==> src/rtl/mips_pkg.sv <==
// Shared pipeline definitions used by the fetch and decode stages.
package mips_pkg;

    localparam logic [31:0] NOP_INSTR        = 32'h0000_0000;
    localparam logic [31:0] WORD_BYTES       = 32'd4;
    localparam logic [31:0] DEFAULT_RESET_PC = 32'h0000_0000;

    // Contents of the IF/ID pipeline register as seen by decode.
    typedef struct packed {
        logic [31:0] instr;
        logic [31:0] pc;
        logic [31:0] pc4;
        logic        valid;
    } if_id_t;

endpackage

==> src/rtl/if_id_reg.sv <==
// IF/ID pipeline register: load a fetched word, hold it, or replace it with a bubble.
// A bubble clears instr/valid but leaves pc/pc4 untouched.
module if_id_reg
    import mips_pkg::*;
(
    input  logic        clk,
    input  logic        rst_n,
    input  logic        load_i,
    input  logic        bubble_i,
    input  logic [31:0] instr_i,
    input  logic [31:0] pc_i,
    input  logic [31:0] pc4_i,
    output logic [31:0] instr_o,
    output logic [31:0] pc_o,
    output logic [31:0] pc4_o,
    output logic        valid_o
);

    if_id_t if_id_q;
    if_id_t if_id_d;

    // Next-state select: bubble beats load; neither means hold.
    always_comb begin
        if_id_d = if_id_q;
        if (bubble_i) begin
            if_id_d.instr = NOP_INSTR;
            if_id_d.valid = 1'b0;
        end else if (load_i) begin
            if_id_d.instr = instr_i;
            if_id_d.pc    = pc_i;
            if_id_d.pc4   = pc4_i;
            if_id_d.valid = 1'b1;
        end
    end

    // Register with asynchronous clear to an empty slot holding a NOP.
    always_ff @(posedge clk or negedge rst_n) begin
        if (!rst_n) begin
            if_id_q.instr <= NOP_INSTR;
            if_id_q.pc    <= 32'h0;
            if_id_q.pc4   <= 32'h0;
            if_id_q.valid <= 1'b0;
        end else begin
            if_id_q <= if_id_d;
        end
    end

    assign instr_o = if_id_q.instr;
    assign pc_o    = if_id_q.pc;
    assign pc4_o   = if_id_q.pc4;
    assign valid_o = if_id_q.valid;

endmodule

==> src/rtl/if_stage.sv <==
// Instruction-fetch stage: program counter, next-PC selection, IF/ID capture
// and a saturating count of instructions handed to decode.
module if_stage
    import mips_pkg::*;
#(
    parameter logic [31:0] RESET_PC = DEFAULT_RESET_PC,
    parameter int unsigned IM_WORDS = 128
) (
    input  logic        clk,
    input  logic        rst_n,
    input  logic        stall_i,
    input  logic        flush_i,
    input  logic        redirect_i,
    input  logic [31:0] redirect_pc_i,
    output logic [31:0] im_addr_o,
    input  logic [31:0] im_data_i,
    output logic [31:0] pc_o,
    output logic [31:0] if_id_instr_o,
    output logic [31:0] if_id_pc_o,
    output logic [31:0] if_id_pc4_o,
    output logic        if_id_valid_o,
    output logic        fetch_oor_o,
    output logic [31:0] fetch_cnt_o
);

    localparam logic [31:0] IM_WORDS_W = 32'(IM_WORDS);

    logic [31:0] pc_q;
    logic [31:0] pc_d;
    logic [31:0] pc_plus4;
    logic [31:0] fetch_cnt_q;
    logic [31:0] fetch_cnt_d;
    logic        if_id_load;
    logic        if_id_bubble;
    logic        unused_redirect_low;

    // Redirect targets are forced to a word boundary; the dropped bits are ignored.
    assign unused_redirect_low = ^redirect_pc_i[1:0];

    assign pc_plus4     = pc_q + WORD_BYTES;
    assign im_addr_o    = {2'b00, pc_q[31:2]};
    assign fetch_oor_o  = ({2'b00, pc_q[31:2]} >= IM_WORDS_W);
    assign pc_o         = pc_q;

    // A redirect or flush squashes the word being fetched; a stall freezes it.
    assign if_id_bubble = redirect_i | flush_i;
    assign if_id_load   = ~redirect_i & ~flush_i & ~stall_i;

    // Next PC: redirect wins over stall, otherwise step one word.
    always_comb begin
        pc_d = pc_plus4;
        if (redirect_i) begin
            pc_d = {redirect_pc_i[31:2], 2'b00};
        end else if (stall_i) begin
            pc_d = pc_q;
        end
    end

    // Count loads into IF/ID, sticking at all-ones.
    always_comb begin
        fetch_cnt_d = fetch_cnt_q;
        if (if_id_load && (fetch_cnt_q != 32'hFFFF_FFFF)) begin
            fetch_cnt_d = fetch_cnt_q + 32'd1;
        end
    end

    // PC and counter state.
    always_ff @(posedge clk or negedge rst_n) begin
        if (!rst_n) begin
            pc_q        <= RESET_PC;
            fetch_cnt_q <= 32'h0;
        end else begin
            pc_q        <= pc_d;
            fetch_cnt_q <= fetch_cnt_d;
        end
    end

    assign fetch_cnt_o = fetch_cnt_q;

    if_id_reg u_if_id_reg (
        .clk      (clk),
        .rst_n    (rst_n),
        .load_i   (if_id_load),
        .bubble_i (if_id_bubble),
        .instr_i  (im_data_i),
        .pc_i     (pc_q),
        .pc4_i    (pc_plus4),
        .instr_o  (if_id_instr_o),
        .pc_o     (if_id_pc_o),
        .pc4_o    (if_id_pc4_o),
        .valid_o  (if_id_valid_o)
    );

endmodule
==> config.mk <==
export PLATFORM = sky130hd
export DESIGN_NAME = if_stage
export DESIGN_NICKNAME = d
export VERILOG_FILES = /design/src/rtl/mips_pkg.sv /design/src/rtl/if_id_reg.sv /design/src/rtl/if_stage.sv
export SDC_FILE = /design/constraint.sdc
export NUM_CORES = 1
export LEC_CHECK = 0
export BUFFER_PORTS_ARGS = -buffer_cell sky130_fd_sc_hd__clkbuf_2
export CORE_ASPECT_RATIO = 0.6
export CORE_MARGIN = 2
export CORE_UTILIZATION = 50
export CTS_CLUSTER_SIZE = 28
export DETAILED_ROUTE_END_ITERATION = 7
export PLACE_DENSITY = 0.8
export SYNTH_ARGS = -nofsm -noshare
export SYNTH_HDL_FRONTEND = slang
export SYNTH_SLANG_ARGS = --single-unit
==> constraint.sdc <==
create_clock -name clk -period 3.2 [get_ports clk]
set_clock_uncertainty 0.15 [all_clocks]
set_input_delay 0.96 -clock clk [delete_from_list [all_inputs] [get_ports clk]]
set_output_delay 0.96 -clock clk [all_outputs]
set_load 0.02 [all_outputs]
==> flow_metrics.env <==
export IMPL_yosysMostFrequentCell="nand2_1"
export IMPL_synth_seq_cells=155
export IMPL_syn_area_um2=7450
export IMPL_slew_headroom_pct=41.81
export IMPL_path_clk_slew_ns=0.06
export IMPL_antenna_found_initial=0
export IMPL_cts_buffer_depth=2
export IMPL_p_leak_uw=0.004622
export IMPL_cts_tree="yes"
export IMPL_hp_class="in2async"
export IMPL_start_util_pct=51.35
export IMPL_synth_cells=784
export IMPL_n_fill_cell=1196
export IMPL_vias=6334
export IMPL_reg2regPathDepth=5
export IMPL_yosysWarnings=0
export IMPL_r2r_slack_ns=0.50
export IMPL_wl_per_cell_um=16.55
export IMPL_cts_buffers=17
export IMPL_rows=34
export IMPL_firstDrtPassIters=5
export IMPL_totalPowerFinal_uw=5553
export IMPL_drt_wl_total_mm=20.06
export IMPL_setup_viol=0
export IMPL_clock_sinks=155
export IMPL_multiInputGateArea_um2=3089
export IMPL_worst_slew_pin_slew_ns=0.8649
export IMPL_cts_hold_buf=0
export IMPL_clock_latency_ns=0.41
export IMPL_place_congestion=0.8676
export IMPL_post_route_period_util_pct=96.73
export IMPL_cts_root_buf="clkbuf_16"
export IMPL_ir_drop_v=0.0003415
export IMPL_ioPinCount=263
export IMPL_htreeDepth=4
export IMPL_worstPathRequired_ns=2.09
export IMPL_end_kind="output port"
export IMPL_p_per_area_nw_per_um2=592.5
export IMPL_rsz0062_at_grt="false"
export IMPL_ys_top_cells_by_area="dfrtp_1 52%, nand2_1 9.1%, xnor2_1 5.4%, xor2_1 4.4%, o21ai_0 4.2%"
export IMPL_r2r_end="fetch_cnt_o[1]$_DFFE_PN0P_"
export IMPL_synth_yosys_seq_area_share_pct=52.07
export IMPL_area_delta_synth_final_pct=25.81
export IMPL_fp_coreArea_um2=14510
export IMPL_ys_flop_type="dfrtp_1"
export IMPL_grt_ovfl_total=0
export IMPL_path_max_fanout=8
export IMPL_detail_route_antenna_nets=0
export IMPL_timing_hold_ws_ns=0.3116
export IMPL_finalHoldViolations=0
export IMPL_ys_types=43
export IMPL_synth_async_reset_ratio_pct=100.0
export IMPL_grt_max_degree=59
export IMPL_synth_area_per_cell_um2=9.502
export IMPL_synth_top_area_share_pct=52.07
export IMPL_status="complete, no violations"
export IMPL_synth_edf_count=0
export IMPL_fp_dieW_um=161.6
export IMPL_grt_pass1_vias=5968
export IMPL_grt_pass1_wl_mm=32.46
export IMPL_maxSlewViolCount=0
export IMPL_drc=0
export IMPL_drv_cap=0
export IMPL_dieHeight_um=98.55
export IMPL_drive_above_1_share_pct=32.45
export IMPL_cts_repair_resized=0
export IMPL_dp_final_hpwl_mm=14.56
export IMPL_period_minus_slack_ns=3.095
export IMPL_seq_area_um2=3879
export IMPL_die_area_um2=15920
export IMPL_regToRegStartpoint="fetch_cnt_o[18]$_DFFE_PN0P_"
export IMPL_synth_top_area_cell="dfrtp_1"
export IMPL_arrival_ns=1.99
export IMPL_startpoint_type="flip-flop"
export IMPL_io_buffer_count=252
export IMPL_cts_setup_buffers=0
export IMPL_fin_nets=1073
export IMPL_fin_tns_setup_ns=0
export IMPL_n_antenna_cell=0
export IMPL_setup_worst_path_class="reg2out"
export IMPL_max_freq_ghz=0.3231
export IMPL_vias_per_cell=5.226
export IMPL_gr_usage_all_layers_pct=25.90
export IMPL_synth_common_cells="181 x nand2_1, 155 x dfrtp_1, 63 x o21ai_0"
export IMPL_dr_first_iter_drc_count=505
[power by group]
group / internal [µW] / switching (µW) / leakage [µW]
Sequential: 2170 / 199 / 0.00201
Combinational: 379 / 723 / 0.00233
Clock: 1260 / 822 / 0.000289
Total: 3810 / 1740 / 0.00462
[flip-flops by register name, indices dropped and copies added, names as in the netlist]
signal and flops:
u_if_id_reg.instr_o 32, pc_o 30, u_if_id_reg.pc4_o 30, fetch_cnt_o 32, u_if_id_reg.pc_o 30, u_if_id_reg.valid_o 1
[cell type report]
type	count	area share, %
Sequential cell	155	41.38
Tap cell	198	2.643
Multi-Input combinational cell	535	32.96
Inverter	8	0.3204
Clock buffer	20	4.766
Clock inverter	12	1.709
Timing Repair Buffer	284	16.22
[cell families after synthesis]
| family | after synthesis | synth area share [%] |
|---|---|---|
| xor+xnor | 83 | 9.758 |
| simple gates | 333 | 21.03 |
| compound gates | 104 | 8.767 |
| mux | 4 | 0.6214 |
| flops | 155 | 52.07 |
| buf+inv | 101 | 7.205 |
| fa+ha+maj | 3 | 0.5039 |
| other cells | 1 | 0.05034 |
[cells in the final DEF, fill, tap and decap left out, types with 4 or more instances in the layout]
cell type / count
and3_1: 5
nor2_1: 31
nor4_1: 11
xor2_1: 37
nand2_1: 181
inv_1: 8
nand4_1: 31
clkbuf_16: 17
dfrtp_1: 155
xnor2_1: 46
nand3_1: 31
clkbuf_2: 251
a22o_1: 32
conb_1: 8
a31oi_1: 4
buf_4: 31
nor3_1: 14
o21ai_0: 63
[per-layer routing]
layer	part of all wire, %	vias up	GRT usage [%]
li1	-	3044	-
met1	48	3028	39.65
met2	44	247	38.40
met3	7.2	15	5.556
met4	0.69	0	4.670
met5	0	-	0
[worst max-delay path by stage]
stage | startpoint | slack [ns] | endpoint | cells after the start
6_report | pc_o[14]$_DFFE_PN0N_ | 0.10 | fetch_oor_o | 4
2_1_floorplan | redirect_i | 0.46 | fetch_cnt_o[22]$_DFFE_PN0P_ | 7
3_3_place_gp | flush_i | 0.41 | fetch_cnt_o[22]$_DFFE_PN0P_ | 6
3_5_place_dp | flush_i | 0.40 | fetch_cnt_o[22]$_DFFE_PN0P_ | 6
4_1_cts | pc_o[14]$_DFFE_PN0N_ | 0.02 | fetch_oor_o | 4
5_1_grt | pc_o[14]$_DFFE_PN0N_ | 0.04 | fetch_oor_o | 4
[stage by stage]
step	area, µm²	util, %	setup WS, ns	instances
after CTS	9360	64.52	0.01812	1212
after detailed placement	8753	60.34	0.3958	1180
after global placement	8753	60.34	0.4136	1180
after floorplan	7476	-	0.4649	791
after global routing	9373	64.61	0.04158	1212
final	9373	64.61	0.1048	1212
[worst max-delay path: stages (launching register included)]
cell and delay (ns):
dfrtp_1 0.49, or4_1 0.53, nor4_2 0.22, nand4_1 0.13
clkbuf_2 0.20
Power figures use the tool's default switching activity.
